**config.mk**
```make
export PLATFORM = sky130hd
export DESIGN_NAME = int2float_pipe_flat
export DESIGN_NICKNAME = d
export VERILOG_FILES = /design/src/rtl/int2float_pipe_if.sv /design/src/rtl/int2float_pipe.sv /design/src/flat_wrapper.sv
export SDC_FILE = /design/constraint.sdc
export NUM_CORES = 1
export LEC_CHECK = 0
export BUFFER_PORTS_ARGS = -buffer_cell sky130_fd_sc_hd__buf_2
export CORE_ASPECT_RATIO = 1.2
export CORE_MARGIN = 2
export CORE_UTILIZATION = 60
export DETAILED_ROUTE_END_ITERATION = 7
export PLACE_DENSITY = 0.82
export SYNTH_ARGS = -nofsm -noshare
export SYNTH_HDL_FRONTEND = slang
export SYNTH_SLANG_ARGS = --single-unit
```
**constraint.sdc**
```tcl
create_clock -name clk -period 9.9 [get_ports clk]
set_clock_uncertainty 0.2 [all_clocks]
set_input_delay 0.495 -clock clk [delete_from_list [all_inputs] [get_ports clk]]
set_output_delay 0.495 -clock clk [all_outputs]
set_load 0.1 [all_outputs]
```
**src/rtl/int2float_pipe_if.sv**
```systemverilog
// -----------------------------------------------------------------------------
// int2float_pipe_if
// Stream bundle for the integer-to-float converter.
//
// Handshake: a transfer happens on a rising clk edge where valid and ready are
// both 1. The producer holds valid and its payload steady until the transfer
// happens. The consumer's ready may depend on its own state, but never on
// valid.
//
// Signals:
//   in_valid / in_ready     input-side handshake
//   in_data  [IN_W]         integer to convert
//   in_rnd                  0 truncate, 1 round-to-nearest-even
//   out_valid / out_ready   output-side handshake
//   out_sign                result sign
//   out_exp  [EXP_W]        exponent e
//   out_man  [MAN_W]        mantissa m (value = m * 2^e)
//   out_inexact             discarded bits were nonzero
//   out_ovf                 result saturated after a rounding overflow
//
// Modports:
//   slave   the converter's view
//   master  the view of the agent that feeds and drains the converter
// -----------------------------------------------------------------------------
interface int2float_pipe_if #(
    parameter int IN_W  = 11,
    parameter int MAN_W = 4,
    parameter int EXP_W = 3
);
    logic             in_valid;
    logic             in_ready;
    logic [IN_W-1:0]  in_data;
    logic             in_rnd;
    logic             out_valid;
    logic             out_ready;
    logic             out_sign;
    logic [EXP_W-1:0] out_exp;
    logic [MAN_W-1:0] out_man;
    logic             out_inexact;
    logic             out_ovf;

    modport slave (
        input  in_valid, in_data, in_rnd, out_ready,
        output in_ready, out_valid, out_sign, out_exp, out_man,
               out_inexact, out_ovf
    );

    modport master (
        output in_valid, in_data, in_rnd, out_ready,
        input  in_ready, out_valid, out_sign, out_exp, out_man,
               out_inexact, out_ovf
    );
endinterface

```
**src/rtl/int2float_pipe.sv**
```systemverilog
// -----------------------------------------------------------------------------
// int2float_pipe
// Three-stage integer-to-float converter with valid/ready flow control on
// both sides.
//   S1: capture the sample and form its magnitude.
//   S2: find the leading one, choose the exponent, extract the mantissa and
//       the guard/sticky bits.
//   S3: round (truncate or RNE), renormalise, saturate, register the result.
// Every stage register advances only when it is empty or its contents move
// on. This gives 3-cycle latency, one sample per cycle, and room for 3
// samples when the output is stalled.
//
// Ports:
//   clk         rising-edge clock
//   rst_n       synchronous active-low reset
//   bus         int2float_pipe_if.slave (input and output streams)
//   clr_sticky  synchronous clear of ovf_sticky
//   ovf_sticky  set by each output transfer that has out_ovf=1
// -----------------------------------------------------------------------------
module int2float_pipe #(
    parameter int IN_W   = 11,
    parameter int MAN_W  = 4,
    parameter int EXP_W  = 3,
    parameter bit SIGNED = 1'b0
) (
    input  logic            clk,
    input  logic            rst_n,
    int2float_pipe_if.slave bus,
    input  logic            clr_sticky,
    output logic            ovf_sticky
);

    generate
        if (IN_W < 4 || IN_W > 32) begin : g_bad_in_w
            $error("int2float_pipe: IN_W must be in 4..32");
        end
        if (MAN_W < 2 || MAN_W > IN_W - 1) begin : g_bad_man_w
            $error("int2float_pipe: MAN_W must be in 2..IN_W-1");
        end
        if ((2 ** EXP_W) - 1 < IN_W - MAN_W) begin : g_bad_exp_w
            $error("int2float_pipe: EXP_W too small for IN_W-MAN_W");
        end
    endgenerate

    // ---------------- stage registers ----------------
    logic             s1_full, s1_sign, s1_rnd;
    logic [IN_W-1:0]  s1_mag;

    logic             s2_full, s2_sign, s2_rnd, s2_guard, s2_sticky;
    logic [EXP_W-1:0] s2_exp;
    logic [MAN_W-1:0] s2_man;

    logic             s3_full, s3_sign, s3_inexact, s3_ovf;
    logic [EXP_W-1:0] s3_exp;
    logic [MAN_W-1:0] s3_man;

    // ---------------- flow control ----------------
    logic out_xfer, s3_can_load, s2_adv, s2_can_load, s1_adv, in_xfer;

    assign out_xfer    = s3_full & bus.out_ready;
    assign s3_can_load = ~s3_full | bus.out_ready;
    assign s2_adv      = s2_full & s3_can_load;
    assign s2_can_load = ~s2_full | s2_adv;
    assign s1_adv      = s1_full & s2_can_load;

    // Both handshake outputs are forced low while reset is held.
    assign bus.in_ready  = rst_n & (~s1_full | s1_adv);
    assign bus.out_valid = rst_n & s3_full;
    assign in_xfer       = bus.in_valid & bus.in_ready;

    // ---------------- S1: magnitude ----------------
    logic            in_neg;
    logic [IN_W-1:0] in_mag;

    // The most negative input negates to 2^(IN_W-1). That value still fits
    // when read as unsigned.
    assign in_neg = SIGNED & bus.in_data[IN_W-1];
    assign in_mag = in_neg ? (~bus.in_data + IN_W'(1)) : bus.in_data;

    always_ff @(posedge clk) begin
        if (!rst_n) begin
            s1_full <= 1'b0;
            s1_sign <= 1'b0;
            s1_rnd  <= 1'b0;
            s1_mag  <= '0;
        end else if (in_xfer) begin
            s1_full <= 1'b1;
            s1_sign <= in_neg;
            s1_rnd  <= bus.in_rnd;
            s1_mag  <= in_mag;
        end else if (s1_adv) begin
            s1_full <= 1'b0;
        end
    end

    // ---------------- S2: normalise ----------------
    int               lead;
    int               sh;
    logic [IN_W-1:0]  low_mask;
    logic [IN_W-1:0]  guard_mask;
    logic [MAN_W-1:0] man_d;
    logic             guard_d, sticky_d;

    always_comb begin
        lead = 0;
        for (int i = 0; i < IN_W; i++) begin
            if (s1_mag[i]) lead = i;
        end
        // A value that already fits in MAN_W bits keeps e=0 and is exact.
        sh         = (lead > MAN_W - 1) ? lead - (MAN_W - 1) : 0;
        man_d      = MAN_W'(s1_mag >> sh);
        low_mask   = ~({IN_W{1'b1}} << sh);
        guard_mask = (sh == 0) ? '0 : (IN_W'(1) << (sh - 1));
        guard_d    = |(s1_mag & guard_mask);
        sticky_d   = |(s1_mag & low_mask & ~guard_mask);
    end

    always_ff @(posedge clk) begin
        if (!rst_n) begin
            s2_full   <= 1'b0;
            s2_sign   <= 1'b0;
            s2_rnd    <= 1'b0;
            s2_guard  <= 1'b0;
            s2_sticky <= 1'b0;
            s2_exp    <= '0;
            s2_man    <= '0;
        end else if (s1_adv) begin
            s2_full   <= 1'b1;
            s2_sign   <= s1_sign;
            s2_rnd    <= s1_rnd;
            s2_guard  <= guard_d;
            s2_sticky <= sticky_d;
            s2_exp    <= EXP_W'(sh);
            s2_man    <= man_d;
        end else if (s2_adv) begin
            s2_full <= 1'b0;
        end
    end

    // ---------------- S3: round / saturate ----------------
    logic             round_up;
    logic [MAN_W:0]   man_sum;
    logic [MAN_W:0]   man_norm;
    logic [EXP_W:0]   exp_sum;
    logic [MAN_W-1:0] man_r;
    logic [EXP_W-1:0] exp_r;
    logic             ovf_r, inex_r;

    always_comb begin
        round_up = s2_rnd & s2_guard & (s2_sticky | s2_man[0]);
        man_sum  = {1'b0, s2_man} + {{MAN_W{1'b0}}, round_up};
        man_norm = man_sum;
        exp_sum  = {1'b0, s2_exp};
        // A carry out of the mantissa can only come from all-ones + 1, so
        // halving gives exactly 2^(MAN_W-1).
        if (man_sum[MAN_W]) begin
            man_norm = man_sum >> 1;
            exp_sum  = {1'b0, s2_exp} + {{EXP_W{1'b0}}, 1'b1};
        end
        ovf_r  = exp_sum[EXP_W];
        inex_r = s2_guard | s2_sticky;
        man_r  = man_norm[MAN_W-1:0];
        exp_r  = exp_sum[EXP_W-1:0];
        if (ovf_r) begin
            man_r  = '1;
            exp_r  = '1;
            inex_r = 1'b1;
        end
    end

    always_ff @(posedge clk) begin
        if (!rst_n) begin
            s3_full    <= 1'b0;
            s3_sign    <= 1'b0;
            s3_exp     <= '0;
            s3_man     <= '0;
            s3_inexact <= 1'b0;
            s3_ovf     <= 1'b0;
        end else if (s2_adv) begin
            s3_full    <= 1'b1;
            s3_sign    <= s2_sign;
            s3_exp     <= exp_r;
            s3_man     <= man_r;
            s3_inexact <= inex_r;
            s3_ovf     <= ovf_r;
        end else if (out_xfer) begin
            s3_full <= 1'b0;
        end
    end

    assign bus.out_sign    = s3_sign;
    assign bus.out_exp     = s3_exp;
    assign bus.out_man     = s3_man;
    assign bus.out_inexact = s3_inexact;
    assign bus.out_ovf     = s3_ovf;

    // Set has priority over clear when both happen in the same cycle.
    always_ff @(posedge clk) begin
        if (!rst_n) begin
            ovf_sticky <= 1'b0;
        end else if (out_xfer && s3_ovf) begin
            ovf_sticky <= 1'b1;
        end else if (clr_sticky) begin
            ovf_sticky <= 1'b0;
        end
    end

endmodule

```
**src/flat_wrapper.sv**
```systemverilog
// flat-port wrapper written by rule: the top's interface ports become plain ports
module int2float_pipe_flat 
#(
    parameter int IN_W   = 11,
    parameter int MAN_W  = 4,
    parameter int EXP_W  = 3,
    parameter bit SIGNED = 1'b0
)
  (clk, rst_n, clr_sticky, ovf_sticky, bus_in_valid, bus_in_data, bus_in_rnd, bus_out_ready, bus_in_ready, bus_out_valid, bus_out_sign, bus_out_exp, bus_out_man, bus_out_inexact, bus_out_ovf);
  int2float_pipe_if #(.IN_W(IN_W), .MAN_W(MAN_W), .EXP_W(EXP_W)) bus_i ();
  input  logic clk;
  input  logic rst_n;
  input  logic clr_sticky;
  output logic ovf_sticky;
  input wire logic [$bits(bus_i.in_valid)-1:0] bus_in_valid;
  input wire logic [$bits(bus_i.in_data)-1:0] bus_in_data;
  input wire logic [$bits(bus_i.in_rnd)-1:0] bus_in_rnd;
  input wire logic [$bits(bus_i.out_ready)-1:0] bus_out_ready;
  output wire logic [$bits(bus_i.in_ready)-1:0] bus_in_ready;
  output wire logic [$bits(bus_i.out_valid)-1:0] bus_out_valid;
  output wire logic [$bits(bus_i.out_sign)-1:0] bus_out_sign;
  output wire logic [$bits(bus_i.out_exp)-1:0] bus_out_exp;
  output wire logic [$bits(bus_i.out_man)-1:0] bus_out_man;
  output wire logic [$bits(bus_i.out_inexact)-1:0] bus_out_inexact;
  output wire logic [$bits(bus_i.out_ovf)-1:0] bus_out_ovf;
  assign bus_i.in_valid = bus_in_valid;
  assign bus_i.in_data = bus_in_data;
  assign bus_i.in_rnd = bus_in_rnd;
  assign bus_i.out_ready = bus_out_ready;
  assign bus_in_ready = bus_i.in_ready;
  assign bus_out_valid = bus_i.out_valid;
  assign bus_out_sign = bus_i.out_sign;
  assign bus_out_exp = bus_i.out_exp;
  assign bus_out_man = bus_i.out_man;
  assign bus_out_inexact = bus_i.out_inexact;
  assign bus_out_ovf = bus_i.out_ovf;
  int2float_pipe #(.IN_W(IN_W), .MAN_W(MAN_W), .EXP_W(EXP_W), .SIGNED(SIGNED)) u_core (.clk(clk), .rst_n(rst_n), .bus(bus_i), .clr_sticky(clr_sticky), .ovf_sticky(ovf_sticky));
endmodule
```
==> results of run 1 <==
through the flow:
step                hold WS (ps)  worst slack (ps)   util
floorplan                    232              5220      -
global placement             237              4470  0.638
detailed placement           243              4450  0.638
CTS                          183              4440  0.665
global route                 196              3890  0.665
finish                       186              4300  0.665
worst min path at each step:
stage,endpoint,slack [ps]
after floorplan,u_core.s2_rnd$_SDFFE_PN0P_,230
after global placement,u_core.bus.out_exp[0]$_SDFFE_PN0P_,240
after detailed placement,u_core.bus.out_man[0]$_SDFFE_PN0P_,240
after CTS,u_core.s1_mag[10]$_SDFFE_PN0P_,180
after global routing,u_core.s1_mag[8]$_SDFFE_PN0P_,200
final,u_core.s1_mag[10]$_SDFFE_PN0P_,190
power groups by stage:
stage	Sequential, mW	Combinational, mW	Clock, mW
2_1_floorplan	0.166	0.145	0
3_3_place_gp	0.165	0.187	0
3_5_place_dp	0.165	0.186	0
4_1_cts	0.162	0.187	0.129
5_1_grt	0.164	0.211	0.135
6_report	0.162	0.191	0.127
cell families (layout without fill, tap and decap cells):
group,Yosys count,after routing,share of synthesized area
buffers and inverters,42,53,0.0707
DFF,35,35,0.271
and+or+nand+nor,144,144,0.282
adders and majority gates,12,12,0.0581
other,1,1,0.00145
AOI/OAI and AO/OA,107,107,0.281
muxes,9,9,0.0354
final cells by class:
| type | count | area (sq um) | area share |
|---|---|---|---|
| clock inverters | 3 | 43.8 | 0.0157 |
| well taps | 56 | 70.1 | 0.0251 |
| multi-input cells | 273 | 1700 | 0.609 |
| flip-flops and latches | 35 | 701 | 0.251 |
| clock buffers | 5 | 68.8 | 0.0247 |
| repair buffers | 29 | 148 | 0.0529 |
| inverters | 16 | 60.1 | 0.0215 |
sequential cells by signal (all words and copies together), names as in the netlist:
register                cells
u_core.s1_mag              11
u_core.bus.out_man          4
u_core.s2_man               4
u_core.bus.out_exp          3
u_core.s2_exp               3
u_core.bus.out_inexact      1
u_core.bus.out_ovf          1
u_core.ovf_sticky           1
u_core.s1_full              1
u_core.s1_rnd               1
u_core.s2_full              1
u_core.s2_guard             1
u_core.s2_rnd               1
u_core.s2_sticky            1
u_core.s3_full              1
tightest hold or removal path, stage by stage:
cell and delay, ps:
buf_2 70, nand2_1 40, nand2_1 40
synthesized netlist by cell type (all sizes together), types with 8 or more instances:
cell,number,share of area
mux2i,8,0.031
a21oi,30,0.058
nand3,19,0.037
ha,12,0.058
inv,16,0.023
nand2,55,0.081
nor2,19,0.028
clkbuf,20,0.029
o21ai,17,0.033
a31oi,8,0.019
nor3,9,0.017
dfxtp,35,0.27
layout by cell type (no fill, tap or decap), drive strengths merged, types with 6 or more instances in the layout:
cell type,n
ha,12
mux2i,8
nand2,55
o31ai,6
a31oi,8
a21oi,30
o211ai,6
buf,29
nor3,9
a211oi,6
dfxtp,35
inv,16
o21ai,17
nand3,19
nor2,19
layer usage:
metal	vias up	track usage	part of all wire
li1	1318	-	-
met1	1232	0.347	0.42
met2	99	0.521	0.50
met3	21	0.0384	0.055
met4	0	0.0942	0.022
met5	-	0	0
==> qor.yml, run 1 <==
status: "finished clean"
critPathTopFamily: "compound AO/OA/AOI/OAI gates"
num_vias: 2670
ff2ff_setup_slack_ps: 4300
area_growth_pct: 8.04
wire_per_inst_um: 16.2
syn_area_sq_um: 2580
crit_path_end: "u_core.s2_sticky$_SDFFE_PN0P_"
ys_ff_latch: 35
fp.dieArea_sq_um: 4850
grt_util_all_layers: 0.285
cts-htree-levels: 2
cts_num_sinks: 35
p_int_uw: 290
worst-slew-pin-transition_ps: 774
cts_buffer_depth: 2
p_leak_nw: 1.11
synth_edf_count: 0
syn_inst: 350
final_nets: 389
n_fill_cell: 363
rows: 26
port-buffer-count: 28
worstHoldPathType: "primary input to register"
reg2reg_from: "u_core.s1_mag[2]$_SDFFE_PN0P_"
placed_cells: 409
arrival_ps: 5560
synth_cell_types: 65
power.density_nw_per_um2: 172
max_freq_ghz: 0.179
min_delay_path_depth: 3
placed_area_sq_um: 2680
report.final.slew_viol_count: 0
fin_cells: 417
finalSetupTns_ps: 0
cts_setup_buffers: 0
synth.net_count: 379
cp_slowest_cell: "ha_1"
drc_errors: 0
start_util: 0.615
swShare: 0.398
synth-async-reset-ratio: 0
drtAntennaViolNets: 0
die_w_um: 63.9
ys_seq_area_frac: 0.271
r2r-end: "u_core.s2_sticky$_SDFFE_PN0P_"
clk_pin_slew_ps: 80
synth_warnings: 0
setup_viol: 0
maxSlewHeadroom: 0.484
critical_path.startpoint: "u_core.s1_mag[2]$_SDFFE_PN0P_"
path_depth: 19
pwr-share-clk: 0.265
clock_latency_ps: 280
hold_viol_final: 0
tritoncts: "built"
grt_pass1_wl_um: 10800
min_from: "bus_in_data[10]"
rsz0062_at_grt: "no"
fp.coreArea_sq_um: 4200
grt_pass1_vias: 2272
dp_hpwl_um: 5110
max_stage_delay_ps: 570
period_share: 0.565
power_uw: 481
dr.pass1.iters: 5
design_area_sq_um: 2790
r2r_cells: 19
diodes: 0
ys.flop_type: "dfxtp_1"
crit_path_end_kind: "register"
crit_fanout: 14
cts_hold_buf: 0
dr.first_iter.drc_count: 228
crit_buf_inv: 2
crit_type: "register to register"
gp_congestion: 0.896
antenna_found_initial: 0
dieHeight_um: 75.9
required_ps: 9870
root_buffer: "clkbuf_8"
cts_resized: 0
cap_violations: 0
io_pins: 30
avgViaCountPerCell: 6.40
power_frac_comb: 0.398
avgSynthCellArea_sq_um: 7.38
grt_max_degree: 25
power_frac_seq: 0.338
totalWireLength_um: 6760
crit_chain: "nor2b_1, o21ai_0, a21o_1, a21oi_1, ha_1, inv_1, and3_1, o2bb2ai_1, a31oi_1, or2_2, inv_1, ha_1, or3b_2, or3_1, a21o_1, a2111oi_0, o32ai_1, a32oi_1, a31oi_1"
switchingPower_uw: 191
grt_overflow: 0
fin_crit_ps: 5600
final_layout_size_suffix_gt1_frac: 0.133
start_kind: "register"
cts_buffers: 5
peakVddDrop_mv: 0.0851
Power figures use the tool's default switching activity.
==> run 2, diff against run 1 <==
- ABC_AREA: default -> 1
- CORE_UTILIZATION: 60 -> 58
- PLACE_DENSITY: 0.82 -> 0.8
- clock period: 9.9 -> 5.3 ns (I/O delays scaled with it)
==> run 2 against run 1 <==
  * Area after synthesis down 8.5%
  * Wire length down 14%
  * Power up 86%
  * Maximum frequency up 30%
  * Critical path depth up 13
  * Sequential share of layout area up 0.60 points
  * Clock power up 48%
  * Hold slack worse by 170 ps
  * First-iteration DRC count down 40%
  * Largest cell class unchanged
==> qor.yml, run 2 <==
fin_cells: 445  # +6.7%
cts_buffers: 5  # unchanged
period_share: 0.814  # +0.248
ys.flop_type: "dfxtp_1"
synth.net_count: 381  # +0.53%
grt_overflow: 0  # unchanged
power.density_nw_per_um2: 329  # +91%
tritoncts: "built"
root_buffer: "clkbuf_8"
required_ps: 5280  # -4590 ps
finalSetupTns_ps: 0  # unchanged
arrival_ps: 4300  # -1260 ps
synth_cell_types: 45  # -31%
rows: 25  # -3.8%
area_growth_pct: 15.4
max_freq_ghz: 0.232  # +30%
grt_pass1_wl_um: 9660  # -11%
grt_max_degree: 27  # +8.0%
start_kind: "register"
die_w_um: 62.3  # -2.6%
crit_fanout: 26  # +12
r2r_cells: 32  # +13
report.final.slew_viol_count: 0  # unchanged
ff2ff_setup_slack_ps: 990  # -3320 ps
synth_edf_count: 0  # unchanged
io_pins: 30  # unchanged
dr.pass1.iters: 5  # unchanged
cts_num_sinks: 35  # unchanged
cts_buffer_depth: 2  # unchanged
ys_ff_latch: 35  # unchanged
mostFrequentLayoutCell: "nand2_1"
crit_top_cell: "nand2_1"
dieHeight_um: 73.9  # -2.6%
synth_largest_area_cell: "dfxtp_1"
gp_congestion: 0.962  # +7.3%
worstHoldEndpoint: "u_core.s1_mag[2]$_SDFFE_PN0P_"
cap_violations: 0  # unchanged
fp.dieArea_sq_um: 4600  # -5.1%
dp_hpwl_um: 4310  # -16%
max_stage_delay_ps: 400  # -170 ps
worst-slew-pin-transition_ps: 755  # -18.6 ps
min_from: "bus_in_data[2]"
status: "finished clean"
diodes: 0  # unchanged
final_nets: 419  # +7.7%
synth.top_cell.area_share: 0.297  # +0.0253
mostFrequentLayoutCells: "nand2_1 (101), inv_1 (41), dfxtp_1 (35)"
top_register: "u_core.s1_mag"
start_util: 0.599  # -0.0160
rsz0062_at_grt: "no"
synthTopCellsByCount: "nand2_1 (101), inv_1 (41), dfxtp_1 (35)"
synth.most_common_cell: "nand2_1"
drc_errors: 0  # unchanged
ys_seq_area_frac: 0.297  # +0.0253
peakVddDrop_mv: 0.204  # +140%
clk_pin_slew_ps: 70  # about the same
dr.first_iter.drc_count: 137  # -40%
totalWireLength_um: 5780  # -14%
drtAntennaViolNets: 0  # unchanged
antenna_found_initial: 0  # unchanged
port-buffer-count: 28  # unchanged
maxSlewHeadroom: 0.493  # +0.00961
final_layout_size_suffix_gt1_frac: 0.148  # +0.0154
grt_pass1_vias: 2191  # -3.6%
cp_slowest_cell: "dfxtp_1"
fp.coreArea_sq_um: 3940  # -6.1%
wire_per_inst_um: 13.0  # -20%
cts-htree-levels: 2  # unchanged
p_leak_nw: 1.30  # +17%
synth_area_leaders: "dfxtp_1 (30%), nand2_1 (16%), inv_1 (6.5%)"
syn_inst: 352  # +0.57%
reg2reg_from: "u_core.s1_mag[2]$_SDFFE_PN0P_"
num_vias: 2419  # -9.4%
worstHoldPathType: "primary input to register"
cts_setup_buffers: 0  # unchanged
setup_viol: 0  # unchanged
crit_type: "register to register"
grt_util_all_layers: 0.264  # -0.0208
avgViaCountPerCell: 5.44  # -15%
hold_viol_final: 0  # unchanged
min_delay_path_depth: 3  # unchanged
syn_area_sq_um: 2360  # -8.5%
fin_crit_ps: 4310  # -1280 ps
synth_warnings: 0  # unchanged
avgSynthCellArea_sq_um: 6.71  # -9.0%
clock_latency_ps: 280  # about the same
placed_cells: 425  # +3.9%
largest_reg_flops: 11  # unchanged
r2r-end: "u_core.s2_sticky$_SDFFE_PN0P_"
synth-async-reset-ratio: 0  # unchanged
crit_path_end_kind: "register"
==> run 2: cell count changes after synthesis, sizes merged, moves of 8 or more <==
| cell | previous run | this run |
|---|---|---|
| inv | 16 | 45 |
| nor2 | 19 | 33 |
| nand2 | 55 | 107 |
| nand4 | 1 | 10 |
| clkbuf | 20 | 6 |
| mux2i | 8 | 0 |
==> run 2: how the worst max path moves through the flow <==
stage	cells past startpoint	from	to	slack (ps)
floorplan	34	u_core.s1_mag[2]$_SDFFE_PN0P_	u_core.s2_sticky$_SDFFE_PN0P_	1510
global placement	32	u_core.s1_mag[2]$_SDFFE_PN0P_	u_core.s2_sticky$_SDFFE_PN0P_	1290
detailed placement	32	u_core.s1_mag[2]$_SDFFE_PN0P_	u_core.s2_sticky$_SDFFE_PN0P_	1100
CTS	32	u_core.s1_mag[2]$_SDFFE_PN0P_	u_core.s2_sticky$_SDFFE_PN0P_	1060
global route	32	u_core.s1_mag[2]$_SDFFE_PN0P_	u_core.s2_sticky$_SDFFE_PN0P_	540
finish	32	u_core.s1_mag[2]$_SDFFE_PN0P_	u_core.s2_sticky$_SDFFE_PN0P_	990
==> run 2: routing by layer <==
layer	up-vias	GRT usage	routed length [um]
li1	1232	-	-
met1	1083	0.291	2360
met2	84	0.507	2980
met3	20	0.0368	255
met4	0	0.123	193
met5	-	0	0
==> run 2: logic make-up (layout without fill, tap and decap cells) <==
group / Yosys count / after routing / share of synthesized area
simple gates: 173 / 173 / 0.330
compound gates: 69 / 69 / 0.191
buf+inv: 58 / 97 / 0.102
flops: 35 / 35 / 0.297
fa+ha+maj: 12 / 12 / 0.0636
xor+xnor: 4 / 4 / 0.0148
other cells: 1 / 1 / 0.00159
==> run 2: worst max-delay path, delay by kind of cell (launching register included) <==
kind	cells	cell delay, ps
flip-flops	1	400
adder cells (fa/ha/maj)	2	460
buffers and inverters	5	400
AND/OR/NAND/NOR	25	2720
==> run 2: power by group <==
group / leakage (nW) / switching (mW) / internal [mW]
logic: 0.972 / 0.281 / 0.130
clock network: 0.0412 / 0.0960 / 0.0918
registers: 0.287 / 0.0157 / 0.281
total: 1.30 / 0.393 / 0.503
==> run 2: timing repair <==
item	4_1_cts	5_1_grt
hold buffers	12	0
endpoints found under the hold margin	12	0
gates resized for setup	0	0
==> run 2: area by class of cell <==
type,count,area (sq um)
tap,54,67.6
multi-input combinational,259,1420
clock buffer,6,72.6
timing repair buffer,41,268
sequential,35,701
inverter,48,184
clock inverter,2,12.5
fill,360,1220
==> run 2: through the flow <==
| stage | cell area [sq um] | hold slack, ps | power (mW) | setup slack, ps | utilization |
|---|---|---|---|---|---|
| 3_5_place_dp | 2520 | 250 | 0.701 | 1100 | 0.639 |
| 2_1_floorplan | 2360 | 176 | 0.628 | 1510 | - |
| 4_1_cts | 2730 | 3.28 | 0.896 | 1060 | 0.691 |
| 6_report | 2730 | 16.9 | 0.896 | 987 | 0.691 |
| 3_3_place_gp | 2520 | 244 | 0.689 | 1290 | 0.639 |
| 5_1_grt | 2730 | 22.5 | 0.958 | 535 | 0.691 |
==> run 3, diff against run 2 <==
- clock period: 5.3 -> 4.15 ns (I/O delays scaled with it)
==> run 3 against run 2 <==
  * Sequential power is 28% higher
  * Flip-flop and latch count stayed put
  * Wire length grew 11%
  * Hold slack got worse by 15 ps
  * Cell area increased by 5.4%
  * First-iteration DRC count up 22%
  * Power is 41% higher
  * Critical path depth down 2
==> qor.yml, run 3 (synthesized netlist as in run 2, its figures left out) <==
io_pins: 30  # unchanged
area_growth_pct: 21.6
grt_pass1_vias: 2366  # +8.0%
cts_num_sinks: 35  # unchanged
dr.first_iter.drc_count: 167  # +22%
fin_crit_ps: 3850  # -466 ps
crit_buf_inv: 4  # -1
max_freq_ghz: 0.260  # +12%
gp_congestion: 0.984  # +2.4%
critPathTopFamily: "simple AND/OR/NAND/NOR gates"
start_kind: "register"
critical_path.startpoint: "u_core.s1_mag[1]$_SDFFE_PN0P_"
cap_violations: 0  # unchanged
top_register: "u_core.s1_mag"
grt_pass1_wl_um: 10300  # +6.2%
diodes: 0  # unchanged
cts-htree-levels: 2  # unchanged
dp_hpwl_um: 4350  # +0.93%
wire_per_inst_um: 14.1  # +8.1%
root_buffer: "clkbuf_8"
cts_buffers: 5  # unchanged
p_leak_nw: 1.38  # +5.7%
grt_max_degree: 26  # -3.7%
dr.pass1.iters: 4  # -1
peakVddDrop_mv: 0.269  # +32%
grt_overflow: 0  # unchanged
totalWireLength_um: 6410  # +11%
port-buffer-count: 28  # unchanged
rows: 25  # unchanged
status: "finished clean"
worst-slew-pin-transition_ps: 769  # +13.6 ps
max_stage_delay_ps: 440  # +40 ps
placed_cells: 428  # +0.71%
fin_cells: 456  # +2.5%
finalSetupTns_ps: 0  # unchanged
clk_pin_slew_ps: 80  # about the same
crit_type: "register to register"
tritoncts: "built"
required_ps: 4150  # -1130 ps
crit_path_end_kind: "register"
drtAntennaViolNets: 0  # unchanged
final_layout_size_suffix_gt1_frac: 0.179  # +0.0308
fp.dieArea_sq_um: 4600  # unchanged
setup_slack_ps: 303  # -684 ps
power.density_nw_per_um2: 441  # +34%
clock_latency_ps: 300  # +20 ps
fin_util: 0.729  # +0.0375
antenna_found_initial: 0  # unchanged
crit_fanout: 6  # -77%
crit_top_cell: "nand2_1"
period_share: 0.927  # +0.113
reg2reg_from: "u_core.s1_mag[1]$_SDFFE_PN0P_"
dieHeight_um: 73.9  # unchanged
mostFrequentLayoutCells: "nand2_1 (99), inv_1 (41), dfxtp_1 (34)"
maxSlewHeadroom: 0.484  # -0.00914
dp_slack_ps: 226  # -871 ps
mostFrequentLayoutCell: "nand2_1"
report.final.slew_viol_count: 0  # unchanged
start_util: 0.599  # unchanged
cp_slowest_cell: "dfxtp_1"
fp.coreArea_sq_um: 3940  # unchanged
grt_util_all_layers: 0.280  # +0.0159
setup_viol: 0  # unchanged
avgViaCountPerCell: 5.41  # -0.56%
arrival_ps: 3840  # -460 ps
min_from: "bus_out_ready"
drc_errors: 0  # unchanged
hold_viol_final: 0  # unchanged
largest_reg_flops: 11  # unchanged
cts_buffer_depth: 2  # unchanged
worstHoldPathType: "primary input to register"
final_nets: 430  # +2.6%
num_vias: 2465  # +1.9%
die_w_um: 62.3  # unchanged
[run 3: changes by cell type in the layout (fill, tap and decap cells not counted), sizes merged]
| cell | change |
|---|---|
| dlygate4sd3 | +3 |
| clkinv | +1 |
| bufinv | +1 |
| clkbuf | -1 |
| clkinvlp | -1 |
| buf | +8 |
[run 3: worst paths after layout]
kind              cells past startpoint  slack, ps                             to
setup / recovery                     30        300  u_core.s2_sticky$_SDFFE_PN0P_
setup reg to reg                     30        300  u_core.s2_sticky$_SDFFE_PN0P_
hold / removal                        4          2    u_core.s3_full$_SDFFE_PN0P_
hold reg to reg                       2        270     u_core.s2_rnd$_SDFFE_PN0P_
[run 3: power by group]
group	switching (mW)	internal [mW]
Sequential	0.0198	0.359
Clock	0.133	0.179
Combinational	0.371	0.203
Total	0.524	0.741
[run 3: layout make-up]
cell class / instances / area (sq um)
sequential: 35 / 704
inverter: 48 / 184
fill: 320 / 1070
clock inverter: 3 / 43.8
multi-input combinational: 259 / 1430
timing repair buffer: 52 / 370
clock buffer: 5 / 68.8
tap: 54 / 67.6
[run 3: timing repair]
action                     CTS  global route
setup endpoints to repair    0             2
hold endpoints to repair    14             0
gates resized for setup      0             6
hold buffers                15             0
buffers inserted             0             5
[run 3: routing by layer]
metal / vias to the layer above / share of wire / global-route usage
met4: 0 / 0.039 / 0.160
met2: 86 / 0.52 / 0.530
li1: 1261 / - / -
met1: 1092 / 0.39 / 0.297
met3: 26 / 0.047 / 0.0490
met5: - / 0 / 0
[run 3: worst register-to-register path: cells and delay by family, from the launching register on]
family                     cells  cell delay [ps]
xor gates and xnor gates       1              190
buffers and inverters          4              310
DFF                            1              440
AOI/OAI and AO/OA              1              210
and+or+nand+nor               22             1890
adders and majority gates      2              490
[run 3: metrics by stage]
stage	total power [mW]	hold WS, ps	instance area [sq um]
2_1_floorplan	0.801	119	2360
3_3_place_gp	0.893	206	2540
3_5_place_dp	0.900	210	2540
4_1_cts	1.22	2.26	2810
5_1_grt	1.34	41.4	2870
6_report	1.27	2.13	2870
